`config.mk`:
```
export PLATFORM = sky130hd
export DESIGN_NAME = rng_wb_reader
export DESIGN_NICKNAME = d
export VERILOG_FILES = /design/src/rtl/rng_wb_pkg.sv /design/src/rtl/rng_sample_fifo.sv /design/src/rtl/rng_wb_reader.sv
export SDC_FILE = /design/constraint.sdc
export NUM_CORES = 1
export LEC_CHECK = 0
export CELL_PAD_IN_SITES_DETAIL_PLACEMENT = 1
export CELL_PAD_IN_SITES_GLOBAL_PLACEMENT = 1
export CORE_MARGIN = 2
export CORE_UTILIZATION = 50
export CTS_BUF_LIST = sky130_fd_sc_hd__clkbuf_2 sky130_fd_sc_hd__clkbuf_4 sky130_fd_sc_hd__clkbuf_8
export CTS_CLUSTER_DIAMETER = 100
export DETAILED_ROUTE_END_ITERATION = 7
export GPL_TIMING_DRIVEN = 0
export PLACE_DENSITY_LB_ADDON = 0.15
export SYNTH_ARGS = -nofsm -noshare
export SYNTH_HDL_FRONTEND = slang
export SYNTH_SLANG_ARGS = --single-unit
```
`constraint.sdc`:
```
create_clock -name clk_i -period 18.9 [get_ports clk_i]
set_clock_uncertainty 0.2 [all_clocks]
set_input_delay 3.78 -clock clk_i [delete_from_list [all_inputs] [get_ports clk_i]]
set_output_delay 3.78 -clock clk_i [all_outputs]
set_load 0.02 [all_outputs]
```
`src/rtl/rng_wb_pkg.sv`:
```
// rtl/rng_wb_pkg.sv - register map, bit positions and source select for rng_wb_reader
package rng_wb_pkg;

  localparam logic [3:0] OFF_CTRL   = 4'h0;
  localparam logic [3:0] OFF_STATUS = 4'h4;
  localparam logic [3:0] OFF_DATA   = 4'h8;
  localparam logic [3:0] OFF_THRESH = 4'hC;

  localparam int CTRL_EN_BIT    = 0;
  localparam int CTRL_FLUSH_BIT = 1;
  localparam int CTRL_SRC_LSB   = 2;
  localparam int CTRL_DIV_LSB   = 8;

  localparam int STAT_EMPTY_BIT = 0;
  localparam int STAT_FULL_BIT  = 1;
  localparam int STAT_OVF_BIT   = 8;
  localparam int STAT_LEVEL_LSB = 16;

  typedef enum logic [1:0] {
    SRC_X   = 2'd0,
    SRC_Y   = 2'd1,
    SRC_Z   = 2'd2,
    SRC_XOR = 2'd3
  } rng_src_e;

  function automatic logic [31:0] rng_select(input rng_src_e src, input logic [31:0] x,
                                             input logic [31:0] y, input logic [31:0] z);
    case (src)
      SRC_X:   return x;
      SRC_Y:   return y;
      SRC_Z:   return z;
      default: return x ^ y ^ z;
    endcase
  endfunction

endpackage

```
`src/rtl/rng_sample_fifo.sv`:
```
// rtl/rng_sample_fifo.sv - power-of-two sample FIFO with flush and occupancy level
module rng_sample_fifo #(
  parameter int DEPTH = 8,
  parameter int WIDTH = 32
) (
  input  logic                     clk_i,
  input  logic                     rst_ni,
  input  logic                     push,
  input  logic                     pop,
  input  logic                     flush,
  input  logic [WIDTH-1:0]         din,
  output logic [WIDTH-1:0]         dout,
  output logic                     empty,
  output logic                     full,
  output logic [$clog2(DEPTH):0]   level
);

  localparam int AW = $clog2(DEPTH);
  localparam int LW = AW + 1;

  logic [WIDTH-1:0] mem [DEPTH];
  logic [AW-1:0]    wptr;
  logic [AW-1:0]    rptr;
  logic [LW-1:0]    count;
  logic             do_push;
  logic             do_pop;

  assign empty   = (count == '0);
  assign full    = (count == LW'(DEPTH));
  assign do_pop  = pop && !empty;
  // A pop frees the head slot in the same edge, so a push into a full FIFO is still accepted.
  assign do_push = push && (!full || do_pop);
  assign dout    = mem[rptr];
  assign level   = count;

  always_ff @(posedge clk_i) begin
    if (!rst_ni || flush) begin
      wptr  <= '0;
      rptr  <= '0;
      count <= '0;
    end else begin
      if (do_push) wptr <= wptr + AW'(1);
      if (do_pop)  rptr <= rptr + AW'(1);
      case ({do_push, do_pop})
        2'b10:   count <= count + LW'(1);
        2'b01:   count <= count - LW'(1);
        default: count <= count;
      endcase
    end
  end

  always_ff @(posedge clk_i) begin
    if (do_push && !flush) mem[wptr] <= din;
  end

endmodule

```
`src/rtl/rng_wb_reader.sv`:
```
// rtl/rng_wb_reader.sv - Wishbone classic responder sampling RNG state words into a readable FIFO
module rng_wb_reader
  import rng_wb_pkg::*;
#(
  parameter int          FIFO_DEPTH = 8,
  parameter logic [31:0] BASE_ADDR  = 32'h3000_0000
) (
  input  logic        clk_i,
  input  logic        rst_ni,
  input  logic        wbs_cyc_i,
  input  logic        wbs_stb_i,
  input  logic        wbs_we_i,
  input  logic [3:0]  wbs_sel_i,
  input  logic [31:0] wbs_adr_i,
  input  logic [31:0] wbs_dat_i,
  output logic        wbs_ack_o,
  output logic [31:0] wbs_dat_o,
  input  logic [31:0] rng_x_i,
  input  logic [31:0] rng_y_i,
  input  logic [31:0] rng_z_i,
  output logic        irq_o
);

  localparam int LW = $clog2(FIFO_DEPTH) + 1;

  logic          en;
  rng_src_e      src;
  logic [7:0]    div;
  logic [6:0]    thresh;
  logic          ovf;
  logic [7:0]    cnt;

  logic          hit;
  logic          req;
  logic          wr;
  logic          rd;
  logic [3:0]    off;
  logic          flush;
  logic          fifo_push;
  logic          fifo_pop;
  logic [31:0]   fifo_dout;
  logic          fifo_empty;
  logic          fifo_full;
  logic [LW-1:0] level;
  logic [31:0]   sample;
  logic [31:0]   rdata;
  logic          unused_bits;

  assign unused_bits = ^{wbs_dat_i[31:16], wbs_dat_i[7], wbs_adr_i[1:0]};

  assign hit   = (wbs_adr_i[31:4] == BASE_ADDR[31:4]);
  assign req   = wbs_cyc_i && wbs_stb_i && hit && !wbs_ack_o;
  assign wr    = req && wbs_we_i;
  assign rd    = req && !wbs_we_i;
  assign off   = {wbs_adr_i[3:2], 2'b00};
  assign flush = wr && (off == OFF_CTRL) && wbs_sel_i[0] && wbs_dat_i[CTRL_FLUSH_BIT];

  assign fifo_pop  = rd && (off == OFF_DATA) && !fifo_empty;
  assign fifo_push = en && (cnt == div);
  assign sample    = rng_select(src, rng_x_i, rng_y_i, rng_z_i);

  rng_sample_fifo #(
    .DEPTH (FIFO_DEPTH),
    .WIDTH (32)
  ) u_fifo (
    .clk_i  (clk_i),
    .rst_ni (rst_ni),
    .push   (fifo_push),
    .pop    (fifo_pop),
    .flush  (flush),
    .din    (sample),
    .dout   (fifo_dout),
    .empty  (fifo_empty),
    .full   (fifo_full),
    .level  (level)
  );

  always_comb begin
    rdata = '0;
    case (off)
      OFF_CTRL: begin
        rdata[CTRL_EN_BIT]           = en;
        rdata[CTRL_SRC_LSB +: 2]     = src;
        rdata[CTRL_DIV_LSB +: 8]     = div;
      end
      OFF_STATUS: begin
        rdata[STAT_EMPTY_BIT]        = fifo_empty;
        rdata[STAT_FULL_BIT]         = fifo_full;
        rdata[STAT_OVF_BIT]          = ovf;
        rdata[STAT_LEVEL_LSB +: LW]  = level;
      end
      OFF_DATA:   rdata = fifo_empty ? '0 : fifo_dout;
      OFF_THRESH: rdata[6:0] = thresh;
      default:    rdata = '0;
    endcase
  end

  always_ff @(posedge clk_i) begin
    if (!rst_ni) begin
      wbs_ack_o <= 1'b0;
      wbs_dat_o <= '0;
      en        <= 1'b0;
      src       <= SRC_X;
      div       <= '0;
      thresh    <= '0;
      ovf       <= 1'b0;
      cnt       <= '0;
      irq_o     <= 1'b0;
    end else begin
      wbs_ack_o <= req;
      wbs_dat_o <= rd ? rdata : '0;

      // Counter reloads on every push, so the push cadence is DIV+1 cycles.
      if (flush || !en || fifo_push) cnt <= '0;
      else                           cnt <= cnt + 8'd1;

      if (wr && (off == OFF_CTRL)) begin
        if (wbs_sel_i[0]) begin
          en  <= wbs_dat_i[CTRL_EN_BIT];
          src <= rng_src_e'(wbs_dat_i[CTRL_SRC_LSB +: 2]);
        end
        if (wbs_sel_i[1]) div <= wbs_dat_i[CTRL_DIV_LSB +: 8];
      end

      if (wr && (off == OFF_THRESH) && wbs_sel_i[0]) thresh <= wbs_dat_i[6:0];

      // A drop in the same cycle as a clear keeps OVF set so the event is not lost.
      if (fifo_push && fifo_full && !fifo_pop && !flush)
        ovf <= 1'b1;
      else if (wr && (off == OFF_STATUS) && wbs_sel_i[1] && wbs_dat_i[STAT_OVF_BIT])
        ovf <= 1'b0;

      irq_o <= (thresh != '0) && (7'(level) >= thresh);
    end
  end

endmodule

```
==> metrics.yaml, run 1 <==
status: "complete, no violations"
cts_setup_buffers: 0
hold_viol: 0
drtIter0Drc: 808
cts_resized: 0
grt_pass1_vias: 11100
ys.flop_type: "edfxtp_1"
crit_path_max_fanout: 32
finalSetupViolCount: 0
cts.clk_slew.worst_paths_ns: 0.06
p_per_area_nw_per_um2: 80.4
grt_pass1_wl_mm: 66.2
finalCritPeriodShare: 0.377
drc: 0
start_kind: "primary input"
power_mw: 1.45
final_core_util: 0.629
tns_ns: 0
cts_hold_buffers: 0
core_area_um2: 28600
nets: 1482
grt-ovfl-total: 0
antenna_found_initial: 1
irDropWorstVdd_mv: 0.0367
syn_area_per_cell_um2: 13.8
period_minus_slack_ns: 7.12
rsz0062_at_grt: "false"
synth-edff-count: 256
cap_violations: 0
crit_buf_inv: 1
yosysWarnings: 0
drive_gt1_frac: 0.137
io_buffers: 180
die_h_um: 174
drv_slew: 0
end_kind: "flip-flop"
track_usage: 0.290
fmax_mhz: 141
synth_nets: 1238
fillCellCount: 2799
clk-insertion-delay-late_ns: 0.59
clk_path_buf_depth: 3
tightest_slew_ns: 1.41
avgRoutedWirePerCell_um: 25.1
drtAntennaViolNets: 0
tritoncts: "yes"
clock_sinks: 330
crit_family: "simple AND/OR/NAND/NOR gates"
htree_levels: 2
dp_hpwl_mm: 29.7
core.rowCount: 62
die_area_um2: 30400
critical_path_required_ns: 18.87
relSlewSlack: 0.0477
final_common_cell: "edfxtp_1"
yosysSeqAreaShare: 0.631
ys_seq_elements: 330
first_pass_iters: 5
worstPathArrival_ns: 7.08
leakagePower_nw: 5.91
slowest_stage: "and4bb_2"
multi_input_area_um2: 4900
max_stage_delay_ns: 1.06
numCtsBuffers: 50
start_util: 0.508
final-seq-area_um2: 9170
gp_routability_congestion: 0.812
hold_path.class: "flip-flop to flip-flop"
postSynthCellCount: 1055
ys_async_sr_fraction: 0
synthDistinctLibCells: 47
synth_area_um2: 14500
vias_per_cell: 5.93
num_vias: 10221
pin_count: 203
path_cells: "clkdlybuf4s50_1 > nor4_1 > nand4_1 > nor4_4 > o21ai_4 > a21oi_2 > and4bb_2"
clock-root-buffer: "clkbuf_8"
grt_start_max_net_pins: 33
die_w_um: 174
crit_type: "primary input to flip-flop"
drt_wl_total_mm: 43.3
area_growth_pct: 23.9
layout_common_cells: "edfxtp_1 (256), clkdlybuf4s50_1 (180), nor2_1 (103), o21ai_0 (96), dfxtp_1 (74)"
[routing by layer]
metal | track usage | share of wire
met1 | 0.380 | 0.40
met2 | 0.491 | 0.50
met3 | 0.0472 | 0.068
met4 | 0.103 | 0.026
met5 | 0 | 0.00028
[worst paths after layout]
kind / startpoint / endpoint / slack, ns / cells after the start
setup reg to reg: src[1]$_SDFFE_PN0N_ / u_fifo.mem[1][20]$_DFFE_PP_ / 15.20 / 5
setup / recovery: wbs_adr_i[21] / u_fifo.mem[4][19]$_DFFE_PP_ / 11.78 / 7
hold / removal: ovf$_SDFFE_PN0P_ / ovf$_SDFFE_PN0P_ / 0.29 / 2
hold reg to reg: ovf$_SDFFE_PN0P_ / ovf$_SDFFE_PN0P_ / 0.29 / 2
[logic make-up after synthesis]
family / after synthesis / synth area share
and+or+nand+nor: 222 / 0.0749
AOI/OAI and AO/OA: 215 / 0.0903
DFF: 330 / 0.631
xor gates and xnor gates: 19 / 0.0115
buffers and inverters: 121 / 0.0321
adders and majority gates: 14 / 0.0126
muxes: 134 / 0.147
[cells in the mapped netlist (4+ instances only)]
library cell,number,share of area
nand2_1,34,0.0088
xor2_1,6,0.0036
nand2b_1,4,0.0017
o21ai_0,96,0.033
edfxtp_1,256,0.53
nand3_1,35,0.012
mux4_2,64,0.099
buf_2,9,0.0031
and4_1,4,0.0024
a21o_1,5,0.0026
a21oi_1,20,0.0069
and3_1,5,0.0022
a31oi_1,32,0.014
dfxtp_1,74,0.10
nand3b_1,4,0.0021
clkbuf_1,45,0.012
a211oi_1,19,0.0098
mux2i_1,70,0.048
inv_1,62,0.016
a221oi_1,4,0.0024
nor4_1,5,0.0022
a22oi_1,32,0.017
nor3_1,10,0.0034
ha_1,13,0.011
buf_1,4,0.0010
xnor2_1,13,0.0078
nor2_1,103,0.027
[worst reg2reg max path, cell delays in order, from the launching register on]
cell	delay, ns
dfxtp_1	0.35
clkbuf_1	0.29
clkbuf_1	0.63
clkbuf_1	0.74
a22oi_1	0.17
o21ai_0	0.95
[report_power, final]
| group | internal (mW) | switching (mW) |
|---|---|---|
| Clock | 0.314 | 0.276 |
| Combinational | 0.0360 | 0.0376 |
| Sequential | 0.783 | 0.00000000000954 |
[state kept, by name (all words and copies together) (netlist names), 2 cells and up, named ones only]
signal	count
thresh	7
u_fifo.rptr	3
wbs_dat_o	32
cnt	8
u_fifo.mem	256
src	2
div	8
u_fifo.wptr	3
u_fifo.level	4
[layout make-up]
type                    instances  area share
diodes                          1    0.000139
plain buffers                  59      0.0130
clock buffers                  75      0.0518
clock inverters                17     0.00396
inverters                      62      0.0129
multi-input cells             604       0.272
flip-flops and latches        330       0.509
well taps                     384      0.0267
repair buffers                192       0.110
[stage by stage]
stage                     setup WS (ns)  hold WS (ns)  std cells  area (µm²)
after floorplan                    9.84         0.248       1055       14500
after global placement             5.31         0.260       1619       16800
after detailed placement          11.18         0.274       1631       17000
after CTS                         11.76         0.282       1723       18000
after global routing              11.48         0.315       1723       18000
final                             11.78         0.285       1724       18000
No activity file was read; power rests on OpenSTA's default activity.
==> run 2, diff against run 1 <==
- CORE_UTILIZATION: 50 -> 47
- clock period: 18.9 -> 7.2 ns (I/O delays scaled with it)
==> run 2 against run 1 <==
Net effect:
- total power rose to 2.7 times the previous value
- cell area rose by 0.40%
- cell count rose by 0.93%
- global-route usage fell by 3.2 points
- die area rose by 6.2%
- non-clock buffer count did not move
- wire length fell by 3.7%
- via count fell by 0.35%
- critical endpoint is now u_fifo.mem[4][4]$_DFFE_PP_
==> metrics.yaml, run 2 (synthesis gave the netlist of run 1 again) <==
drc: 0
clk-insertion-delay-late_ns: 0.56
relSlewSlack: 0.152
crit_path_max_fanout: 32
die_area_um2: 32300
grt_start_max_net_pins: 33
hold_viol: 0
cts_resized: 0
cts.clk_slew.worst_paths_ns: 0.06
drv_slew: 0
numCtsBuffers: 52
regMostFlops: "u_fifo.mem"
final_core_util: 0.593
track_usage: 0.258
area_growth_pct: 24.4
fillCellCount: 3019
finalCritPeriodShare: 0.666
die_w_um: 180
critical_path_required_ns: 7.16
end_kind: "flip-flop"
cts_hold_buffers: 0
vias_per_cell: 5.85
htree_levels: 2
dp_hpwl_mm: 29.3
drive_gt1_frac: 0.137
io_buffers: 180
start_kind: "primary input"
first_pass_iters: 5
tightest_slew_ns: 1.26
core_area_um2: 30500
grt-ovfl-total: 0
antennaDiodeCount: 0
grt_pass1_vias: 11025
crit_type: "primary input to flip-flop"
hold_path.class: "flip-flop to flip-flop"
rsz0062_at_grt: "false"
avgRoutedWirePerCell_um: 24.0
place_area_um2: 17000
pin_count: 203
largestRegisters: "u_fifo.mem x256, wbs_dat_o x32"
cts_setup_buffers: 0
grt_pass1_wl_mm: 63.8
status: "complete, no violations"
fmax_mhz: 209
drtIter0Drc: 664
gp_routability_congestion: 0.820
finalWorstSetupSlack_ns: 2.41
layout_common_cells: "edfxtp_1 (256), clkdlybuf4s50_1 (180), nor2_1 (103), o21ai_0 (96), dfxtp_1 (74)"
core.rowCount: 64
start_util: 0.476
antenna_found_initial: 0
final_area_um2: 18100
cap_violations: 0
largest_reg_flops: 256
dp_slack_ns: 1.81
num_vias: 10185
clock-root-buffer: "clkbuf_8"
clock_sinks: 330
leakagePower_nw: 5.94
clk_path_buf_depth: 3
drt_wl_total_mm: 41.7
final_common_cell: "edfxtp_1"
tritoncts: "yes"
worstPathArrival_ns: 4.75
p_per_area_nw_per_um2: 213
nets: 1484
period_minus_slack_ns: 4.79
finalSetupViolCount: 0
drtAntennaViolNets: 0
irDropWorstVdd_mv: 0.121
die_h_um: 180
==> run 2: changes by cell type in the layout (fill, tap and decap cells not counted) <==
| cell | change |
|---|---|
| clkinvlp_4 | -1 |
| clkinv_4 | +1 |
| buf_4 | +1 |
| bufinv_16 | +3 |
| clkbuf_8 | -5 |
| inv_6 | +1 |
| buf_12 | -1 |
| buf_6 | -1 |
| clkinv_2 | +2 |
| clkinv_1 | +4 |
| diode_2 | -1 |
| buf_16 | +1 |
==> run 2: final timing paths <==
path | startpoint | to | slack, ns | cells after the start
worst max-delay path | wbs_adr_i[21] | u_fifo.mem[4][4]$_DFFE_PP_ | 2.41 | 7
worst min-delay path | ovf$_SDFFE_PN0P_ | ovf$_SDFFE_PN0P_ | 0.28 | 2
worst max register to register | src[1]$_SDFFE_PN0N_ | u_fifo.mem[5][6]$_DFFE_PP_ | 3.47 | 5
worst min register to register | ovf$_SDFFE_PN0P_ | ovf$_SDFFE_PN0P_ | 0.28 | 2
==> run 2: metal layers <==
| metal | share of wire | GRT usage |
|---|---|---|
| met5 | 0 | 0 |
| met1 | 0.42 | 0.337 |
| met4 | 0.038 | 0.109 |
| met2 | 0.48 | 0.425 |
| met3 | 0.065 | 0.0486 |
==> run 2: through the flow <==
step | hold WS, ns | cells | TNS, ns | power (mW)
2_1_floorplan | 0.248 | 1055 | 0 | 2.16
3_3_place_gp | 0.268 | 1631 | -119.58 | 2.27
3_5_place_dp | 0.271 | 1643 | 0 | 2.28
4_1_cts | 0.280 | 1740 | 0 | 3.87
5_1_grt | 0.320 | 1740 | 0 | 3.97
6_report | 0.284 | 1740 | 0 | 3.85
==> run 2: area by class of cell <==
cell class / count / area, µm² / share of cell area
multi-input combinational: 604 / 4900 / 0.271
sequential: 330 / 9170 / 0.507
buffer: 59 / 234 / 0.0129
tap: 396 / 495 / 0.0274
clock inverter: 27 / 196 / 0.0109
clock buffer: 70 / 863 / 0.0478
inverter: 62 / 233 / 0.0129
timing repair buffer: 192 / 1980 / 0.110
==> run 2: report_power, final <==
part	internal (mW)	switching [mW]
Combinational	0.0943	0.0945
Clock	0.888	0.713
Sequential	2.06	0.0000000000252
==> run 2: critical path, stage by stage <==
cell             delay (ns)
clkdlybuf4s50_1        0.40
nor4_1                 0.32
nand4_1                0.36
nor4_4                 0.68
o21ai_4                0.19
a21oi_2                0.28
and4bb_2               1.05
